`config.mk`:
```
export PLATFORM = sky130hd
export DESIGN_NAME = mem_subword_unit
export DESIGN_NICKNAME = d
export VERILOG_FILES = /design/src/rtl/mem_subword_unit.sv
export SDC_FILE = /design/constraint.sdc
export NUM_CORES = 1
export LEC_CHECK = 0
export BUFFER_PORTS_ARGS = -buffer_cell sky130_fd_sc_hd__buf_2
export CAP_MARGIN = 20
export CORE_MARGIN = 4
export CORE_UTILIZATION = 54
export DETAILED_ROUTE_END_ITERATION = 8
export PLACE_DENSITY = 0.84
export SYNTH_ARGS = -nofsm -noshare
export SYNTH_HDL_FRONTEND = slang
export SYNTH_SLANG_ARGS = --single-unit
```
`constraint.sdc`:
```
create_clock -name iCLK -period 2.6 [get_ports iCLK]
set_clock_uncertainty 0.1 [all_clocks]
set_input_delay 0.26 -clock iCLK [delete_from_list [all_inputs] [get_ports iCLK]]
set_output_delay 0.26 -clock iCLK [all_outputs]
set_load 0.03 [all_outputs]
```
`src/rtl/mem_subword_unit.sv`:
```
// Data-memory access unit: turns one load/store request into word-wide RAM cycles,
// with sign/zero-extended loads and read-modify-write for byte/half stores.
module mem_subword_unit #(
   parameter int ADDR_BITS = 10
) (
   input  logic                 iCLK,
   input  logic                 iRST,
   input  logic                 iReq,
   input  logic                 iWrite,
   input  logic [2:0]           iFunct3,
   input  logic [31:0]          iAddr,
   input  logic [31:0]          iWData,
   output logic [31:0]          oRData,
   output logic                 oBusy,
   output logic                 oDone,
   output logic                 oMisaligned,
   output logic [ADDR_BITS-1:0] oMemAddr,
   output logic [31:0]          oMemWData,
   output logic                 oMemWren,
   input  logic [31:0]          iMemQ
);

   typedef enum logic [2:0] {S_IDLE, S_RD1, S_RD2, S_WR, S_DONE} state_t;

   state_t                r_state, w_next;
   logic                  r_write;
   logic [2:0]            r_f3;
   logic [ADDR_BITS+1:0]  r_addr;
   logic [15:0]           r_wsub;
   logic [31:0]           r_buf, r_rdata, r_memwdata;
   logic                  r_err, r_done, r_wren;
   logic                  w_err;
   logic [7:0]            w_byte;
   logic [15:0]           w_half;
   logic [31:0]           w_load, w_merge;
   logic                  w_unused;

   assign w_unused = ^iAddr[31:ADDR_BITS+2];

   always_comb begin
      w_err = 1'b0;
      case (iFunct3)
         3'b000:         w_err = 1'b0;
         3'b001:         w_err = iAddr[0];
         3'b010:         w_err = |iAddr[1:0];
         3'b100, 3'b101: w_err = iWrite | (iFunct3[0] & iAddr[0]);
         default:        w_err = 1'b1;
      endcase
   end

   always_comb begin
      w_next = r_state;
      case (r_state)
         S_IDLE: if (iReq) begin
            if (w_err)                          w_next = S_DONE;
            else if (iWrite && iFunct3 == 3'b010) w_next = S_WR;
            else                                w_next = S_RD1;
         end
         S_RD1:  w_next = S_RD2;
         S_RD2:  w_next = r_write ? S_WR : S_DONE;
         S_WR:   w_next = S_DONE;
         S_DONE: w_next = S_IDLE;
         default: w_next = S_IDLE;
      endcase
   end

   // Lane selection on the RAM word, little-endian
   always_comb begin
      w_byte  = iMemQ[{r_addr[1:0], 3'b000} +: 8];
      w_half  = iMemQ[{r_addr[1], 4'b0000} +: 16];
      w_load  = iMemQ;
      case (r_f3)
         3'b000:  w_load = {{24{w_byte[7]}}, w_byte};
         3'b001:  w_load = {{16{w_half[15]}}, w_half};
         3'b100:  w_load = {24'h0, w_byte};
         3'b101:  w_load = {16'h0, w_half};
         default: w_load = iMemQ;
      endcase
      w_merge = iMemQ;
      if (r_f3[0]) w_merge[{r_addr[1], 4'b0000} +: 16] = r_wsub;
      else         w_merge[{r_addr[1:0], 3'b000} +: 8] = r_wsub[7:0];
   end

   // Done/wren are registered off the state, so they trail it by one cycle
   always_ff @(posedge iCLK) begin
      if (!iRST) begin
         r_state    <= S_IDLE;
         r_write    <= 1'b0;
         r_f3       <= '0;
         r_addr     <= '0;
         r_wsub     <= '0;
         r_buf      <= '0;
         r_rdata    <= '0;
         r_memwdata <= '0;
         r_err      <= 1'b0;
         r_done     <= 1'b0;
         r_wren     <= 1'b0;
      end else begin
         r_state <= w_next;
         r_done  <= (r_state == S_DONE);
         r_wren  <= (r_state == S_WR);
         case (r_state)
            S_IDLE: if (iReq) begin
               r_write <= iWrite;
               r_f3    <= iFunct3;
               r_addr  <= iAddr[ADDR_BITS+1:0];
               r_wsub  <= iWData[15:0];
               r_buf   <= iWData;
               r_err   <= w_err;
            end
            S_RD2:  r_buf <= r_write ? w_merge : w_load;
            S_WR:   r_memwdata <= r_buf;
            S_DONE: if (!r_write && !r_err) r_rdata <= r_buf;
            default: ;
         endcase
      end
   end

   assign oRData      = r_rdata;
   assign oBusy       = (r_state != S_IDLE);
   assign oDone       = r_done;
   assign oMisaligned = r_err;
   assign oMemAddr    = r_addr[ADDR_BITS+1:2];
   assign oMemWData   = r_memwdata;
   assign oMemWren    = r_wren;

endmodule

```
Word-level counts from Yosys, hierarchy flattened
Index checks and enable logic that the tools add are counted.
- memory bits (writable): 0
- bits in latches: 0
- bits in read-only memories: 0
- flip-flop bits (word level): 134
- word-level logic and storage cells: 60
- memories: 0
- input port bits: 103
- output and inout port bits: 78
- order comparisons: 0
- reductions and logical operators: 14
- $add $sub $neg: 2
- multiply operators: 0
- bitwise operators: 2
- shift operators: 6
- divide/modulo/power cells: 0
- equal/unequal tests: 12
- mux-type cells: 13
- operator list (operator ; number):
    $pmux 32 s4 ; 1
    $mux 32 ; 3
    $bwmux 32 ; 2
    $pmux 32 s2 ; 1
    $shift 16x7->32 const A ; 1
    $shift 8x7->32 const A ; 1
    $shiftx 16x7->32 ; 1
    $shiftx 32x6->16 ; 1
    $shiftx 32x6->8 ; 1
    $shiftx 8x7->32 ; 1
    $eq 3x3->1 const B ; 5
    $neg 5->7 ; 2
    $pmux 3 s4 ; 1
    $eq 3x1->1 const B ; 3
    $eq 3x2->1 const B ; 3
    $logic_not 3->1 ; 3
    $mux 3 ; 3
    $reduce_and 2->1 ; 3
    $pmux 1 s4 ; 1
    $reduce_or 2->1 ; 2
    $reduce_bool 3->1 ; 1
    $logic_and 1x1->1 ; 2
    $logic_not 1->1 ; 2
    $mux 2 ; 1
    other kinds (4) ; 4

Depth between registers and ports, before layout
- word-level depth: 6
- depth in mapped cells: 8
- mapped depth without buffers: 6

Worst setup path after synthesis
Ideal clock, no wire load.
- kind: reg-to-reg
- from: reg r_addr[1]
- to: reg r_buf[14]
- data arrival time: 1.789 ns
- cell stages (with the launch flop): 9
- path slack: 0.590 ns
- buffers on the path: 2
- path through: dfxtp_1 -> buf_4 -> inv_1 -> ha_1 -> and4b_1 -> buf_1 -> a221o_1 -> a31oi_1 -> a21oi_1
- longest elaborated chain between the ends: 6
- ends and longest elaborated chain (element ; RTL line ; text):
    start: declaration ; 28 ; logic [ADDR_BITS+1:0] r_addr;
    start signal: assignment ; 106 ; r_addr <= iAddr[ADDR_BITS+1:0];
    $neg 5->7 (on tied branches) ; 80, 81 ;
    $shiftx 16x7->32 (tied with other cells) ; 80 ; if (r_f3[0]) w_merge[{r_addr[1], 4'b0000} +: 16] = r_wsub;
    $bwmux 32 (on tied branches) ; 80, 81 ;
    $mux 32 ; 80 ;
    $mux 32 (*) ; 111 ; S_RD2: r_buf <= r_write ? w_merge : w_load;
    $pmux 32 s2 (*) ; 102 ; case (r_state)
    end signal: assignment ; 108 ; r_buf <= iWData;
    end signal: assignment ; 111 ;
    end: declaration ; 30 ; logic [31:0] r_buf, r_rdata, r_memwdata;
Every way passes the cells marked *; elsewhere a longest branch is shown, timed or not.
A chain may end at the register's enable or synchronous reset.

Worst setup path in the final report
- from: reg r_addr[1]
- to: reg r_buf[6]
The elaborated chain is that of the path after synthesis.

==> metrics.md <==
| Metric | Value |
|---|---|
| Status | finished, final reports clean |
| Peak VDD IR | 0.418 mV |
| Max Cap Violations | 0 |
| Worst setup SP type | flop |
| Area of the core | 13200 um2 |
| DR pass1 iterations | 6 |
| Port buffer count | 160 |
| Most frequent cells in the layout | 240 x nand2_1, 160 x buf_2, 132 x dfxtp_1 |
| Detailed Route WL | 23.0 mm |
| HPWL Detailed | 16.0 mm |
| Initial antenna violation count | 0 |
| Nets | 1162 |
| Async set or reset register ratio after synthesis | 0% |
| FF+latch count, synth | 134 |
| Syn Nets | 1027 |
| Drt wl/cell | 18.5 um |
| GP Congestion | 1.01 |
| RSZ-0062 raised after global routing | no |
| Seq/Total Area, Yosys | 36.7% |
| Total number of vias | 7484 |
| Static leakage | 3.48 nW |
| Layout cells sized above 1 | 22.8% |
| CP max FO | 6 |
| Syn avg cell area | 7.95 um2 |
| P&R area growth vs syn | 22.3% |
| Post-synth EDFFs | 0 |
| Post-CTS sizing | 0 |
| Die area | 15500 um2 |
| Worst Tran Pin Value | 0.617 ns |
| Mapped cell area | 7310 um2 |
| Non-Filler Instances | 1243 |
| Synth area leaders | dfxtp_1 37%, nand2_1 12%, a21boi_0 9.7%, o21ai_0 4.5%, a221o_1 3.7% |
| Minimum clock period | 2.17 ns |
| Final Hold Slack | 0.0108 ns |
| Final Hold Viols | 0 |
| TritonCTS Buffers | 17 |
| Die Y | 124 um |
| # setup viols final | 0 |
| Fin crit share | 83.4% |
| Drc violations | 0 |
| First-pass GRT wire length | 36.3 mm |
| Crit Path Class | reg2reg |
| Critical path arrival | 2.42 ns |
| Worst Path Required | 2.85 ns |
| Hold Path Class | in2reg |
| # IOs | 181 |
| Dpl cells | 1190 |
| Total GRT Usage | 28.8% |
| Number of global-route vias before repair | 6929 |
| Worst skew pair latency | 0.43 ns |
| Clock root cell | clkbuf_16 |
| F_max | 461 MHz |
| Post-synth top area share | 36.7% |
| Warnings from Yosys | 0 |
| Setup TNS Final | 0 ns |
| Post-Syn Instances | 919 |
| Largest net degree at the start of global routing | 72 |
| Clock buffer depth | 2 |
| Cell taking the most area after synthesis | dfxtp_1 |
| Overflow after GRT | 0 |
| Fill count | 1109 |
| Sinks on the clock net | 134 |
| CTS clk-pin slew, worst paths | 0.06 ns |
| Most common cell after layout, fill and taps aside | nand2_1 |
| Starting Density | 55.2% |
| Number of diodes | 0 |
| Num rows | 42 |
| Routed vias/inst | 6.02 |
| CTS H-tree lvls | 4 |
| Pwr dens | 628 nW/um2 |
| TritonCTS clock tree | built |
| Synth Flop Type | dfxtp_1 |
| Post-DRT Antenna Nets | 0 |
| Unique masters post-synth | 54 |
| CP Capture Type | flop |
| Setup bufs post-CTS | 0 |
| Slew Viols, Final | 0 |
| Relative max-transition margin | 58.3% |
| Die width | 124 um |
| Initial DRC count | 810 |
## area by class of cell
class	instances	area, um2	area share (%)
inverter	10	37.5	0.420
clock buffer	24	492	5.50
tap	176	220	2.46
timing repair buffer	208	1260	14.1
multi-input combinational	683	4140	46.3
sequential	134	2690	30.1
clock inverter	8	96.3	1.08
## cells in the mapped netlist, types with 7 or more instances
cell and instances:
mux2i_1 27, a31oi_1 40, buf_2 14, a221o_1 27
nand3_1 8, a31o_2 7, a21oi_1 19, a21boi_0 94
a222oi_1 7, and2_1 9, buf_1 8, a21oi_2 10
inv_1 10, a211o_1 7, buf_4 16, nand2_1 240
o21ai_0 66, a31o_1 10, nor2b_1 39, nand4_1 7
a21o_1 7, dfxtp_1 134, clkbuf_1 51
## what timing repair did
action | CTS | global route
hold endpoints to repair | 21 | 0
hold buffers | 21 | 0
endpoints found under the setup margin | 0 | 0
## worst max-delay path: stages (launching register included)
cell	delay, ns
dfxtp_2	0.33
inv_1	0.18
ha_1	0.31
nor4bb_1	0.53
mux2_2	0.37
nand3_1	0.10
a31oi_1	0.18
## metal layers
layer  vias to the layer above  GRT usage [%]  wire, um
met3                        55           6.99      2180
met4                         0           12.3       721
li1                       3526              -         -
met1                      3515           37.9      9430
met5                         -              0         0
met2                       388           45.2     10600
## per-stage QoR
| stage | util [%] | power [mW] | cell area, um2 | worst slack, ns |
|---|---|---|---|---|
| 2_1_floorplan | - | 2.90 | 7310 | 0.590 |
| 3_3_place_gp | 61.4 | 3.20 | 8140 | 0.563 |
| 3_5_place_dp | 61.4 | 3.21 | 8140 | 0.546 |
| 4_1_cts | 67.5 | 5.61 | 8930 | 0.525 |
| 5_1_grt | 67.5 | 5.80 | 8930 | 0.413 |
| 6_report | 67.5 | 5.61 | 8930 | 0.431 |
## where the power goes
group | internal (mW) | leakage [nW] | switching (mW)
combinational | 0.367 | 2.09 | 0.564
clock | 1.51 | 0.290 | 0.885
sequential | 2.16 | 1.09 | 0.127
## state kept, by name, summed over array words and instances, names as in the netlist, 3 cells and up
signal,count
r_wsub,16
r_buf,32
r_addr,12
oMemWData,32
oRData,32
r_f3,3
r_state,3
## worst paths after layout
kind	from	end	slack [ns]	depth (start not counted)
min reg2reg	oRData[28]$_SDFFE_PN0P_	oRData[28]$_SDFFE_PN0P_	0.36	2
max reg2reg	r_addr[1]$_SDFFE_PN0P_	r_buf[6]$_SDFFE_PN0P_	0.43	6
max	r_addr[1]$_SDFFE_PN0P_	r_buf[6]$_SDFFE_PN0P_	0.43	6
min	iWData[15]	r_wsub[15]$_SDFFE_PN0P_	0.01	3
## logic make-up (layout without fill, tap and decap cells)
group,count (synthesis),in the layout,share of synthesized area (%)
AOI/OAI and AO/OA,316,316,31.1
adders and majority gates,5,5,0.856
buffers and inverters,102,250,6.61
DFF,134,134,36.7
muxes,29,29,4.16
and+or+nand+nor,333,333,20.6
Power figures use the tool's default switching activity.
